**src/rtl/alu_arbiter_pkg.sv**
```systemverilog
// Shared types and constants for the two-requester ALU arbiter.
// Holds requester state encoding, ALU selects and branch helpers.
package alu_arbiter_pkg;

  localparam int NUM_ALU_REQ = 2;

  typedef enum logic [1:0] {
    IDLE     = 2'd0,
    INFLIGHT = 2'd1,
    RESP     = 2'd2
  } arb_state_e;

  typedef enum logic [3:0] {
    ALU_ADD   = 4'd0,
    ALU_SUB   = 4'd1,
    ALU_SLL   = 4'd2,
    ALU_SLT   = 4'd3,
    ALU_SLTU  = 4'd4,
    ALU_XOR   = 4'd5,
    ALU_SRL   = 4'd6,
    ALU_SRA   = 4'd7,
    ALU_OR    = 4'd8,
    ALU_AND   = 4'd9,
    ALU_PASS  = 4'd10,
    ALU_PCADD = 4'd11
  } alu_sel_e;

  localparam logic [6:0] OP_BRANCH = 7'b1100011;

  function automatic logic br_cond(
    input logic [2:0] f3,
    input logic       eq,
    input logic       lt,
    input logic       ltu
  );
    logic r;
    case (f3)
      3'b000:  r = eq;
      3'b001:  r = !eq;
      3'b100:  r = lt;
      3'b101:  r = !lt;
      3'b110:  r = ltu;
      3'b111:  r = !ltu;
      default: r = 1'b0;
    endcase
    return r;
  endfunction

endpackage

```
**src/rtl/alu_arbiter_if.sv**
```systemverilog
// Request/response bundle between issue, the arbiter and writeback.
// Signal names follow the arbiter's external port naming.
interface alu_arbiter_if
  import alu_arbiter_pkg::*;
#(
  parameter int DWIDTH = 32,
  parameter int AWIDTH = 32
);

  logic [NUM_ALU_REQ-1:0]             req_valid_i;
  logic [NUM_ALU_REQ-1:0]             req_ready_o;
  logic [NUM_ALU_REQ-1:0][AWIDTH-1:0] req_pc_i;
  logic [NUM_ALU_REQ-1:0][DWIDTH-1:0] req_rs1_i;
  logic [NUM_ALU_REQ-1:0][DWIDTH-1:0] req_rs2_i;
  logic [NUM_ALU_REQ-1:0][6:0]        req_opcode_i;
  logic [NUM_ALU_REQ-1:0][2:0]        req_funct3_i;
  logic [NUM_ALU_REQ-1:0][6:0]        req_funct7_i;
  logic [NUM_ALU_REQ-1:0][3:0]        req_alusel_i;
  logic [NUM_ALU_REQ-1:0]             resp_valid_o;
  logic [NUM_ALU_REQ-1:0]             resp_ready_i;
  logic [NUM_ALU_REQ-1:0][DWIDTH-1:0] resp_data_o;

  modport master (
    output req_valid_i, req_pc_i,
    output req_rs1_i, req_rs2_i,
    output req_opcode_i, req_funct3_i,
    output req_funct7_i, req_alusel_i,
    output resp_ready_i,
    input  req_ready_o, resp_valid_o,
    input  resp_data_o
  );

  modport slave (
    input  req_valid_i, req_pc_i,
    input  req_rs1_i, req_rs2_i,
    input  req_opcode_i, req_funct3_i,
    input  req_funct7_i, req_alusel_i,
    input  resp_ready_i,
    output req_ready_o, resp_valid_o,
    output resp_data_o
  );

endinterface

```
**src/rtl/alu_arbiter_alu.sv**
```systemverilog
// Execute-stage ALU: purely combinational result and branch compare.
// Operand widths and wrap-around are the natural DWIDTH arithmetic.
module alu_arbiter_alu
  import alu_arbiter_pkg::*;
#(
  parameter int DWIDTH = 32,
  parameter int AWIDTH = 32
) (
  input  logic [AWIDTH-1:0] pc_i,
  input  logic [DWIDTH-1:0] rs1_i,
  input  logic [DWIDTH-1:0] rs2_i,
  input  logic [6:0]        opcode_i,
  input  logic [2:0]        funct3_i,
  input  logic [6:0]        funct7_i,
  input  logic [3:0]        alusel_i,
  output logic [DWIDTH-1:0] res_o,
  output logic              brtaken_o
);

  localparam int SW = $clog2(DWIDTH);

  logic [SW-1:0] w_shamt;
  logic          w_eq;
  logic          w_lt;
  logic          w_ltu;
  logic          w_unused_f7;

  assign w_shamt = rs2_i[SW-1:0];
  assign w_eq    = (rs1_i == rs2_i);
  assign w_lt    = ($signed(rs1_i) < $signed(rs2_i));
  assign w_ltu   = (rs1_i < rs2_i);

  // funct7 is already folded into alusel by decode
  assign w_unused_f7 = ^funct7_i;

  always_comb begin
    res_o = '0;
    unique case (alusel_i)
      ALU_ADD:   res_o = rs1_i + rs2_i;
      ALU_SUB:   res_o = rs1_i - rs2_i;
      ALU_SLL:   res_o = rs1_i << w_shamt;
      ALU_SLT:   res_o = {{(DWIDTH-1){1'b0}}, w_lt};
      ALU_SLTU:  res_o = {{(DWIDTH-1){1'b0}}, w_ltu};
      ALU_XOR:   res_o = rs1_i ^ rs2_i;
      ALU_SRL:   res_o = rs1_i >> w_shamt;
      ALU_SRA:   res_o = $signed(rs1_i) >>> w_shamt;
      ALU_OR:    res_o = rs1_i | rs2_i;
      ALU_AND:   res_o = rs1_i & rs2_i;
      ALU_PASS:  res_o = rs2_i;
      ALU_PCADD: res_o = DWIDTH'(pc_i) + rs2_i;
      default:   res_o = '0;
    endcase
  end

  assign brtaken_o = (opcode_i == OP_BRANCH)
                   && br_cond(funct3_i, w_eq, w_lt, w_ltu);

endmodule

```
**src/rtl/alu_arbiter.sv**
```systemverilog
// Round-robin share of the execute ALU between issue and aux paths.
// One-entry operand stage feeds the ALU; results land in per-req buffers.
module alu_arbiter
  import alu_arbiter_pkg::*;
#(
  parameter int DWIDTH = 32,
  parameter int AWIDTH = 32
) (
  input logic         clk,
  input logic         reset,
  alu_arbiter_if.slave bus
);

  arb_state_e r_state [NUM_ALU_REQ];
  arb_state_e w_state_nxt [NUM_ALU_REQ];

  logic [NUM_ALU_REQ-1:0] w_elig;
  logic [NUM_ALU_REQ-1:0] w_ready;
  logic [NUM_ALU_REQ-1:0] w_rvalid;
  logic [NUM_ALU_REQ-1:0] w_acc;
  logic [NUM_ALU_REQ-1:0] w_hs;
  logic                   w_sel;

  logic                   r_last;
  logic                   r_s_vld;
  logic                   r_s_owner;
  logic [AWIDTH-1:0]      r_s_pc;
  logic [DWIDTH-1:0]      r_s_rs1;
  logic [DWIDTH-1:0]      r_s_rs2;
  logic [6:0]             r_s_opcode;
  logic [2:0]             r_s_funct3;
  logic [6:0]             r_s_funct7;
  logic [3:0]             r_s_alusel;

  logic [NUM_ALU_REQ-1:0][DWIDTH-1:0] r_data;

  logic [DWIDTH-1:0]      w_alu_res;
  logic                   w_alu_br;
  logic                   w_unused_br;

  // state register
  always_ff @(posedge clk) begin
    for (int i = 0; i < NUM_ALU_REQ; i++) begin
      if (reset) r_state[i] <= IDLE;
      else       r_state[i] <= w_state_nxt[i];
    end
  end

  // next state
  always_comb begin
    for (int i = 0; i < NUM_ALU_REQ; i++) begin
      w_state_nxt[i] = r_state[i];
      unique case (r_state[i])
        IDLE:     if (w_acc[i]) w_state_nxt[i] = INFLIGHT;
        INFLIGHT: w_state_nxt[i] = RESP;
        RESP: begin
          if (w_hs[i])
            w_state_nxt[i] = w_acc[i] ? INFLIGHT : IDLE;
        end
        default:  w_state_nxt[i] = IDLE;
      endcase
    end
  end

  // outputs: eligibility, grant, response valid
  always_comb begin
    w_elig   = '0;
    w_rvalid = '0;
    w_ready  = '0;
    for (int i = 0; i < NUM_ALU_REQ; i++) begin
      w_rvalid[i] = (r_state[i] == RESP);
      w_elig[i]   = bus.req_valid_i[i]
                  && ((r_state[i] == IDLE)
                  || (w_rvalid[i] && bus.resp_ready_i[i]));
    end
    if (!reset) begin
      unique case (w_elig)
        2'b11:   w_ready = r_last ? 2'b01 : 2'b10;
        2'b01:   w_ready = 2'b01;
        2'b10:   w_ready = 2'b10;
        default: w_ready = 2'b00;
      endcase
    end
  end

  assign w_acc = w_ready & bus.req_valid_i;
  assign w_hs  = w_rvalid & bus.resp_ready_i;
  assign w_sel = w_acc[1];

  assign bus.req_ready_o  = w_ready;
  assign bus.resp_valid_o = w_rvalid;
  assign bus.resp_data_o  = r_data;

  // owner's buffer is always free when its stage slot is valid
  always_ff @(posedge clk) begin
    if (reset) begin
      r_s_vld    <= 1'b0;
      r_s_owner  <= 1'b0;
      r_last     <= 1'b1;
      r_s_pc     <= '0;
      r_s_rs1    <= '0;
      r_s_rs2    <= '0;
      r_s_opcode <= '0;
      r_s_funct3 <= '0;
      r_s_funct7 <= '0;
      r_s_alusel <= '0;
      r_data     <= '0;
    end else begin
      r_s_vld <= |w_acc;
      if (|w_acc) begin
        r_s_owner  <= w_sel;
        r_last     <= w_sel;
        r_s_pc     <= bus.req_pc_i[w_sel];
        r_s_rs1    <= bus.req_rs1_i[w_sel];
        r_s_rs2    <= bus.req_rs2_i[w_sel];
        r_s_opcode <= bus.req_opcode_i[w_sel];
        r_s_funct3 <= bus.req_funct3_i[w_sel];
        r_s_funct7 <= bus.req_funct7_i[w_sel];
        r_s_alusel <= bus.req_alusel_i[w_sel];
      end
      if (r_s_vld) r_data[r_s_owner] <= w_alu_res;
    end
  end

  alu_arbiter_alu #(
    .DWIDTH (DWIDTH),
    .AWIDTH (AWIDTH)
  ) u_alu (
    .pc_i      (r_s_pc),
    .rs1_i     (r_s_rs1),
    .rs2_i     (r_s_rs2),
    .opcode_i  (r_s_opcode),
    .funct3_i  (r_s_funct3),
    .funct7_i  (r_s_funct7),
    .alusel_i  (r_s_alusel),
    .res_o     (w_alu_res),
    .brtaken_o (w_alu_br)
  );

  assign w_unused_br = w_alu_br;

endmodule

```
**src/flat_wrapper.sv**
```systemverilog
// flat-port wrapper written by rule: the top's interface ports become plain ports
module alu_arbiter_flat import alu_arbiter_pkg::*;
#(
  parameter int DWIDTH = 32,
  parameter int AWIDTH = 32
)
  (clk, reset, bus_req_valid_i, bus_req_pc_i, bus_req_rs1_i, bus_req_rs2_i, bus_req_opcode_i, bus_req_funct3_i, bus_req_funct7_i, bus_req_alusel_i, bus_resp_ready_i, bus_req_ready_o, bus_resp_valid_o, bus_resp_data_o);
  alu_arbiter_if #(.DWIDTH(DWIDTH), .AWIDTH(AWIDTH)) bus_i ();
  input logic clk;
  input logic reset;
  input wire logic [$bits(bus_i.req_valid_i)-1:0] bus_req_valid_i;
  input wire logic [$bits(bus_i.req_pc_i)-1:0] bus_req_pc_i;
  input wire logic [$bits(bus_i.req_rs1_i)-1:0] bus_req_rs1_i;
  input wire logic [$bits(bus_i.req_rs2_i)-1:0] bus_req_rs2_i;
  input wire logic [$bits(bus_i.req_opcode_i)-1:0] bus_req_opcode_i;
  input wire logic [$bits(bus_i.req_funct3_i)-1:0] bus_req_funct3_i;
  input wire logic [$bits(bus_i.req_funct7_i)-1:0] bus_req_funct7_i;
  input wire logic [$bits(bus_i.req_alusel_i)-1:0] bus_req_alusel_i;
  input wire logic [$bits(bus_i.resp_ready_i)-1:0] bus_resp_ready_i;
  output wire logic [$bits(bus_i.req_ready_o)-1:0] bus_req_ready_o;
  output wire logic [$bits(bus_i.resp_valid_o)-1:0] bus_resp_valid_o;
  output wire logic [$bits(bus_i.resp_data_o)-1:0] bus_resp_data_o;
  assign bus_i.req_valid_i = bus_req_valid_i;
  assign bus_i.req_pc_i = bus_req_pc_i;
  assign bus_i.req_rs1_i = bus_req_rs1_i;
  assign bus_i.req_rs2_i = bus_req_rs2_i;
  assign bus_i.req_opcode_i = bus_req_opcode_i;
  assign bus_i.req_funct3_i = bus_req_funct3_i;
  assign bus_i.req_funct7_i = bus_req_funct7_i;
  assign bus_i.req_alusel_i = bus_req_alusel_i;
  assign bus_i.resp_ready_i = bus_resp_ready_i;
  assign bus_req_ready_o = bus_i.req_ready_o;
  assign bus_resp_valid_o = bus_i.resp_valid_o;
  assign bus_resp_data_o = bus_i.resp_data_o;
  alu_arbiter #(.DWIDTH(DWIDTH), .AWIDTH(AWIDTH)) u_core (.clk(clk), .reset(reset), .bus(bus_i));
endmodule
```
**config.mk**
```make
export PLATFORM = sky130hd
export DESIGN_NAME = alu_arbiter_flat
export DESIGN_NICKNAME = d
export VERILOG_FILES = /design/src/rtl/alu_arbiter_pkg.sv /design/src/rtl/alu_arbiter_if.sv /design/src/rtl/alu_arbiter_alu.sv /design/src/rtl/alu_arbiter.sv /design/src/flat_wrapper.sv
export SDC_FILE = /design/constraint.sdc
export NUM_CORES = 1
export LEC_CHECK = 0
export CAP_MARGIN = 20
export CORE_MARGIN = 2
export CORE_UTILIZATION = 30
export DETAILED_ROUTE_END_ITERATION = 10
export GPL_TIMING_DRIVEN = 0
export SLEW_MARGIN = 20
export SYNTH_ARGS = -nofsm -noshare
export SYNTH_HDL_FRONTEND = slang
export SYNTH_SLANG_ARGS = --single-unit
```
**constraint.sdc**
```tcl
create_clock -name clk -period 3.7 [get_ports clk]
set_input_delay 0.555 -clock clk [delete_from_list [all_inputs] [get_ports clk]]
set_output_delay 0.555 -clock clk [all_outputs]
set_load 0.02 [all_outputs]
```
# Word level (Yosys, flattened, before mapping)
# Memories as Yosys holds them, arrays and structs flattened.
# Cells that the tools add are included.
word_totals:
  in_bits: 240
  ram_bits: 4
  out_inout_bits: 68
  regBits: 167
  wordCells: 85
  memories: 1
mem_list:
  columns: ["memory", "words", "width", "read_ports", "rd_ports_with_merged_regs", "write_ports", "line", "rtl"]
  rows:
  - ["u_core.r_state", 2, 2, 2, 0, 2, "alu_arbiter.sv:14", "arb_state_e r_state [NUM_ALU_REQ];"]
op_classes:
  shift: 3
  bitwise_logic: 7
  mux: 28
  magnitude_cmp: 5
  eq_ne: 18
  n_addsub: 3
  reduce_logical: 11
ops:
  columns: ["op", "count"]
  rows:
  - ["32-bit case mux with 12 select lines", 1]
  - ["32-bit two-way mux", 7]
  - ["32-bit adder", 2]
  - ["64-bit bitwise mux", 1]
  - ["32-bit less-than comparator", 2]
  - ["32-bit AND", 1]
  - ["32-bit demux with 1-bit select", 1]
  - ["32-bit OR", 1]
  - ["32-bit by 5-bit << shifter with 32-bit output", 1]
  - ["32-bit by 5-bit >> shifter with 32-bit output", 1]
  - ["32-bit by 5-bit >>> shifter with 32-bit output", 1]
  - ["32-bit subtractor", 1]
  - ["32-bit bitwise XOR", 1]
  - ["2-bit case mux with 3 select lines", 3]
  - ["4-bit by 3-bit equality test with 1-bit output (second input constant)", 4]
  - ["4-bit equality test (second input constant)", 4]
  - ["2-bit two-way mux", 8]
  - ["2-bit equality test (second input constant)", 4]
  - ["4-bit by 2-bit equality test with 1-bit output (second input constant)", 2]
  - ["4-bit two-way mux", 2]
  - ["2-bit by 1-bit equality test with 1-bit output (second input constant)", 3]
  - ["1-bit logical AND", 5]
  - ["1-bit two-way mux", 5]
  - ["2-bit AND", 2]
  - ["8 further kinds", 12]

# Logic depth before layout (Yosys ltp)
# Gate-level depths: netlist of the first run.
# An unclocked memory read counts as a cell.
depth:
  word_depth: 13
  ltp_mapped: 16
  mapped_depth_nobuf: 14

# By module
# A second synthesis of the first run with hierarchy kept.
unflattened:
  hier_cells: 2340
  area_unflattened_um2: 17887.2
modules_own_cells:
  columns: ["module", "cells_per_inst", "instances", "area_each_um2", "seq_area_each_um2"]
  rows:
  - ["alu_arbiter_alu", 1351, 1, 10114.7, 0.0]
  - ["alu_arbiter", 989, 1, 7772.5, 3763.6]

# Least setup slack after synthesis of the first run
# No wires, ideal clock.
synth_timing:
  path_type: "register to register"
  start: "reg u_core.r_s_alusel[2]"
  end: "reg u_core.r_data, in the netlist u_core.bus.resp_data_o[30]"
  n_path_buf: 2
  arrival_time_ns: 3.483
  path_stages_with_launch: 17
  setup_time_ns: 0.120
  required_time_ns: 3.580
  slack_ns: 0.097
  period_less_slack_ns: 3.603
  cell_sequence: "dfxtp_1 buf_2 nor2b_1 nand3_1 clkbuf_1 mux2_2 ha_1 fa_1 nand3_1 a21oi_1 o21ai_0 inv_1 a31oi_1 nor3_1 mux2_2 o22ai_1 o31a_1"
synth_via:
  elab_chain_len: 3
  elab_cells_between_ends: 14
  cone_classes: "11 x eq/ne; 2 x mux; 1 x reduce/logical"
synth_lines:
  columns: ["element", "line", "rtl"]
  rows:
  - ["start: declaration", "alu_arbiter.sv:33", "logic [3:0] r_s_alusel;"]
  - ["start signal: assignment", "alu_arbiter.sv:119", "r_s_alusel <= bus.req_alusel_i[w_sel];"]
  - ["4-bit equality test, or another cell as far along", "alu_arbiter_alu.sv:38", "unique case (alusel_i)"]
  - ["32-bit case mux with 12 select lines (*)", "alu_arbiter_alu.sv:38", null]
  - ["64-bit bitwise mux (*)", "alu_arbiter.sv:121", "if (r_s_vld) r_data[r_s_owner] <= w_alu_res;"]
  - ["end signal: indexed assignment", "alu_arbiter.sv:121", null]
  - ["end: declaration", "alu_arbiter.sv:35", "logic [NUM_ALU_REQ-1:0][DWIDTH-1:0] r_data;"]
# Mark *: on every way between the ends. The rest lies on a longest branch, timed or not.
# A chain may end at the register's enable or synchronous reset.

# Worst setup path after layout of the first run
layout_timing:
  start: "reg u_core.r_s_alusel[2]"
  end: "reg u_core.r_data, in the netlist u_core.bus.resp_data_o[56]"
# Same word-level chain as after synthesis.

==> flow_summary.json, run 1 <==
{
  "dp_cells": 3334,
  "rows": 87,
  "cts_max_level": 4,
  "ys_ff_latch": 171,
  "cp_data_arrival_time_ps": 4180,
  "yosys-top-cells-area": "dfxtp_1, ha_1, nor2_1",
  "p_per_area_nw_per_um2": 387.0,
  "finalHoldViolations": 0,
  "cts_root_buffer": "clkbuf_16",
  "ys_warn_count": 0,
  "portBuffers": 272,
  "core_area_um2": 56170,
  "layout_commonest_cell": "nor2_1",
  "groute.layer.met1.usage": 0.4519,
  "drt-total-wl_um": 103600,
  "grt-ovfl-total": 0,
  "antenna_found_initial": 1,
  "rrSetupSlack_ps": -120,
  "worstMarginPinSlew_ps": 1234,
  "violations": "negative setup slack",
  "synth-edff-count": 0,
  "grt-busiest-layer": "met2",
  "cp_max_fo": 6,
  "p_total_mw": 9.107,
  "async_flop_share": 0,
  "outcome": "finished, violations left",
  "synth_top_area_frac": 0.2013,
  "max-cap-violations": 0,
  "clk_latency_ps": 500,
  "ir_drop_mv": 0.3945,
  "gp_congestion": 1.003,
  "wl_per_cell_um": 30.24,
  "ys.flop_type": "dfxtp_1",
  "p_leak_nw": 8.632,
  "drt_iter0_drc": 2430,
  "required_ps": 4060,
  "syn_to_final_growth_pct": 38.37,
  "grt.met3_usage": 0.06547,
  "hold_start": "reset",
  "hold_depth": 3,
  "setup_viol": 13,
  "vias": 20570,
  "critPathCaptureType": "register",
  "cts_tree": "yes",
  "num-nets-final": 3033,
  "die_h_um": 242.1,
  "met2_usage": 0.5303,
  "via_per_inst": 6.006,
  "io_pins": 308,
  "synth_area_per_cell_um2": 7.379,
  "grt_usage": 0.3406,
  "syn-num-nets": 2685,
  "fmax_mhz": 261.9,
  "max-clock-path-buffers": 2,
  "start_util": 0.3028,
  "cts_hold_buf": 0,
  "synth.distinct_cells": 82,
  "post-route-period-util": 1.032,
  "critPathKind": "register to register",
  "hold_path.class": "input pin to register",
  "cts.sinks": 171,
  "dp_hpwl_um": 83260,
  "dr.pass1.iters": 6,
  "r2r_cells": 17,
  "whs_endpoint": "u_core.r_last",
  "clkTransAtPathRegs_ps": 70,
  "max_slew_margin": 0.1771,
  "grt_pass1_wl_um": 144500,
  "postLayoutCoreUtil": 0.4190,
  "die_width_um": 242.1,
  "final.min_clock_period_ps": 3818,
  "finClkSkew_ps": 21.86,
  "grt_pass1_vias": 19740,
  "fin_ws_ps": -117.8,
  "rsz0062_at_grt": "true",
  "yosysSeqAreaShare": 0.2013,
  "ant_nets": 0,
  "regToRegStartpoint": "u_core.r_s_alusel[2]",
  "synthesis.area_um2": 17010,
  "grt_max_degree": 20,
  "instances_no_fill": 3425,
  "die_area_um2": 58620,
  "cts_buffers": 17,
  "final_cell_mix": "nor2_1, nand2_1, clkdlybuf4s50_1",
  "drc_errors": 0,
  "synth_cells": 2305,
  "start_kind": "register",
  "fin_tns_setup_ps": -735.3,
  "drive_gt1_frac": 0.1789,
  "fillCellCount": 5789,
  "rr_endpoint": "u_core.bus.resp_data_o[56]",
  "drv_slew": 0,
  "synth_top_cell_by_area": "dfxtp_1"
}
==> cell usage after synthesis (all sizes together), types with 8 or more instances <==
library cell,number
nand3,30
o21ai,104
mux2i,58
o211ai,25
xnor2,41
nand2b,15
and3,9
mux2,49
nand4,8
o22ai,18
inv,109
nand2,325
a211oi,89
o21a,12
nor3,34
a22oi,19
o31ai,8
buf,59
a221oi,27
nor2,339
a311oi,107
ha,138
nor2b,25
clkbuf,136
mux4,36
dfxtp,171
nor4,15
a31oi,17
a21o,19
o221ai,15
xor2,11
a21oi,131
a21boi,9
==> flip-flops by register name (all words and copies together) (netlist names) <==
register,count
u_core.r_state,4
u_core.r_s_rs2,32
u_core.bus.resp_data_o,64
u_core.r_s_vld,1
u_core.r_last,1
u_core.r_s_pc,32
u_core.r_s_owner,1
u_core.r_s_rs1,32
u_core.r_s_alusel,4
==> logic make-up (layout without fill, tap and decap cells) <==
kind of cell / after synthesis / in the layout / synth area share
AND/OR/NAND/NOR: 835 / 835 / 0.2070
adder cells (fa/ha/maj): 140 / 140 / 0.1039
other: 0 / 3 / 0
flip-flops: 171 / 171 / 0.2013
XOR/XNOR: 52 / 52 / 0.02678
buffers and inverters: 304 / 665 / 0.07261
multiplexers: 143 / 143 / 0.1142
AO/OA/AOI/OAI: 660 / 660 / 0.2742
==> layer usage <==
metal | wire length [um] | part of all wire | up-vias
met2 | 45900 | 0.44 | 1207
met3 | 8841 | 0.085 | 232
met5 | 0 | 0 | -
met4 | 5239 | 0.051 | 0
li1 | - | - | 9056
met1 | 43590 | 0.42 | 10070
==> critical path: stages, from the launching register on <==
cell and delay, ps:
dfxtp_2 320, buf_6 130, nor2b_4 140, nand3_4 180
buf_6 170, clkbuf_8 140, mux2_2 290, ha_1 370
nand3_1 170, a2111oi_4 420, a211oi_4 100, o31ai_4 120
buf_4 180, a41oi_2 110, buf_6 170, xnor2_4 170
a221oi_4 380, a211oi_2 110
==> report_power, final <==
group / internal [mW] / leakage, nW / switching, mW
registers: 2.02 / 1.42 / 0.329
logic: 1.82 / 6.92 / 2.99
clock network: 1.04 / 0.295 / 0.902
==> stage by stage <==
| step | instance area (um^2) | hold slack [ps] | setup slack, ps |
|---|---|---|---|
| 2_1_floorplan | 17010 | 449.5 | 96.92 |
| 3_3_place_gp | 20680 | 457.0 | -1840 |
| 3_5_place_dp | 20690 | 483.5 | -1795 |
| 4_1_cts | 22620 | 446.0 | -134.2 |
| 5_1_grt | 23530 | 492.8 | -146.7 |
| 6_report | 23540 | 475.7 | -117.8 |
==> repair_timing <==
item                                    in CTS  in global routing
gates cloned                                 3                  0
pin swaps                                   51                 69
endpoints found under the setup margin      65                 62
setup buffers                               36                 33
resized for setup                          231                162
==> how the worst max path moves through the flow <==
stage                          from  depth (start not counted)                    endpoint  slack [ps]
6_report       u_core.r_s_alusel[2]                         17  u_core.bus.resp_data_o[56]        -120
2_1_floorplan  u_core.r_s_alusel[2]                         16  u_core.bus.resp_data_o[30]         100
3_5_place_dp   u_core.r_s_alusel[0]                         15  u_core.bus.resp_data_o[52]       -1790
5_1_grt        u_core.r_s_alusel[2]                         17  u_core.bus.resp_data_o[56]        -150
3_3_place_gp   u_core.r_s_alusel[0]                         15  u_core.bus.resp_data_o[20]       -1840
4_1_cts        u_core.r_s_alusel[2]                         17  u_core.bus.resp_data_o[17]        -130
==> final cells by class <==
cell class	count	area, um^2	share of cell area
antenna	3	7.507	0.0003190
tap	756	945.9	0.04019
multi-input combinational	1830	13780	0.5854
inverter	109	420.4	0.01786
clock buffer	19	442.9	0.01882
clock inverter	13	171.4	0.007283
timing repair buffer	342	3316	0.1409
buffer	182	970.9	0.04125
sequential	171	3483	0.1480
No activity file was read; power rests on OpenSTA's default activity.
==> run 2, diff against run 1 <==
--- a/config.mk
+++ b/config.mk
@@ -8,6 +8,7 @@
 export CAP_MARGIN = 20
 export CORE_MARGIN = 2
 export CORE_UTILIZATION = 30
+export CTS_CLUSTER_DIAMETER = 60
 export DETAILED_ROUTE_END_ITERATION = 10
 export GPL_TIMING_DRIVEN = 0
 export SLEW_MARGIN = 20
==> results of run 2 <==
Final layout, timing and power as in run 1 (identical DEF).
==> run 3, diff against run 2 <==
--- a/config.mk
+++ b/config.mk
@@ -5,7 +5,6 @@
 export SDC_FILE = /design/constraint.sdc
 export NUM_CORES = 1
 export LEC_CHECK = 0
-export CAP_MARGIN = 20
 export CORE_MARGIN = 2
 export CORE_UTILIZATION = 30
 export CTS_CLUSTER_DIAMETER = 60
==> results of run 3 <==
Final layout, timing and power as in run 1 (identical DEF).
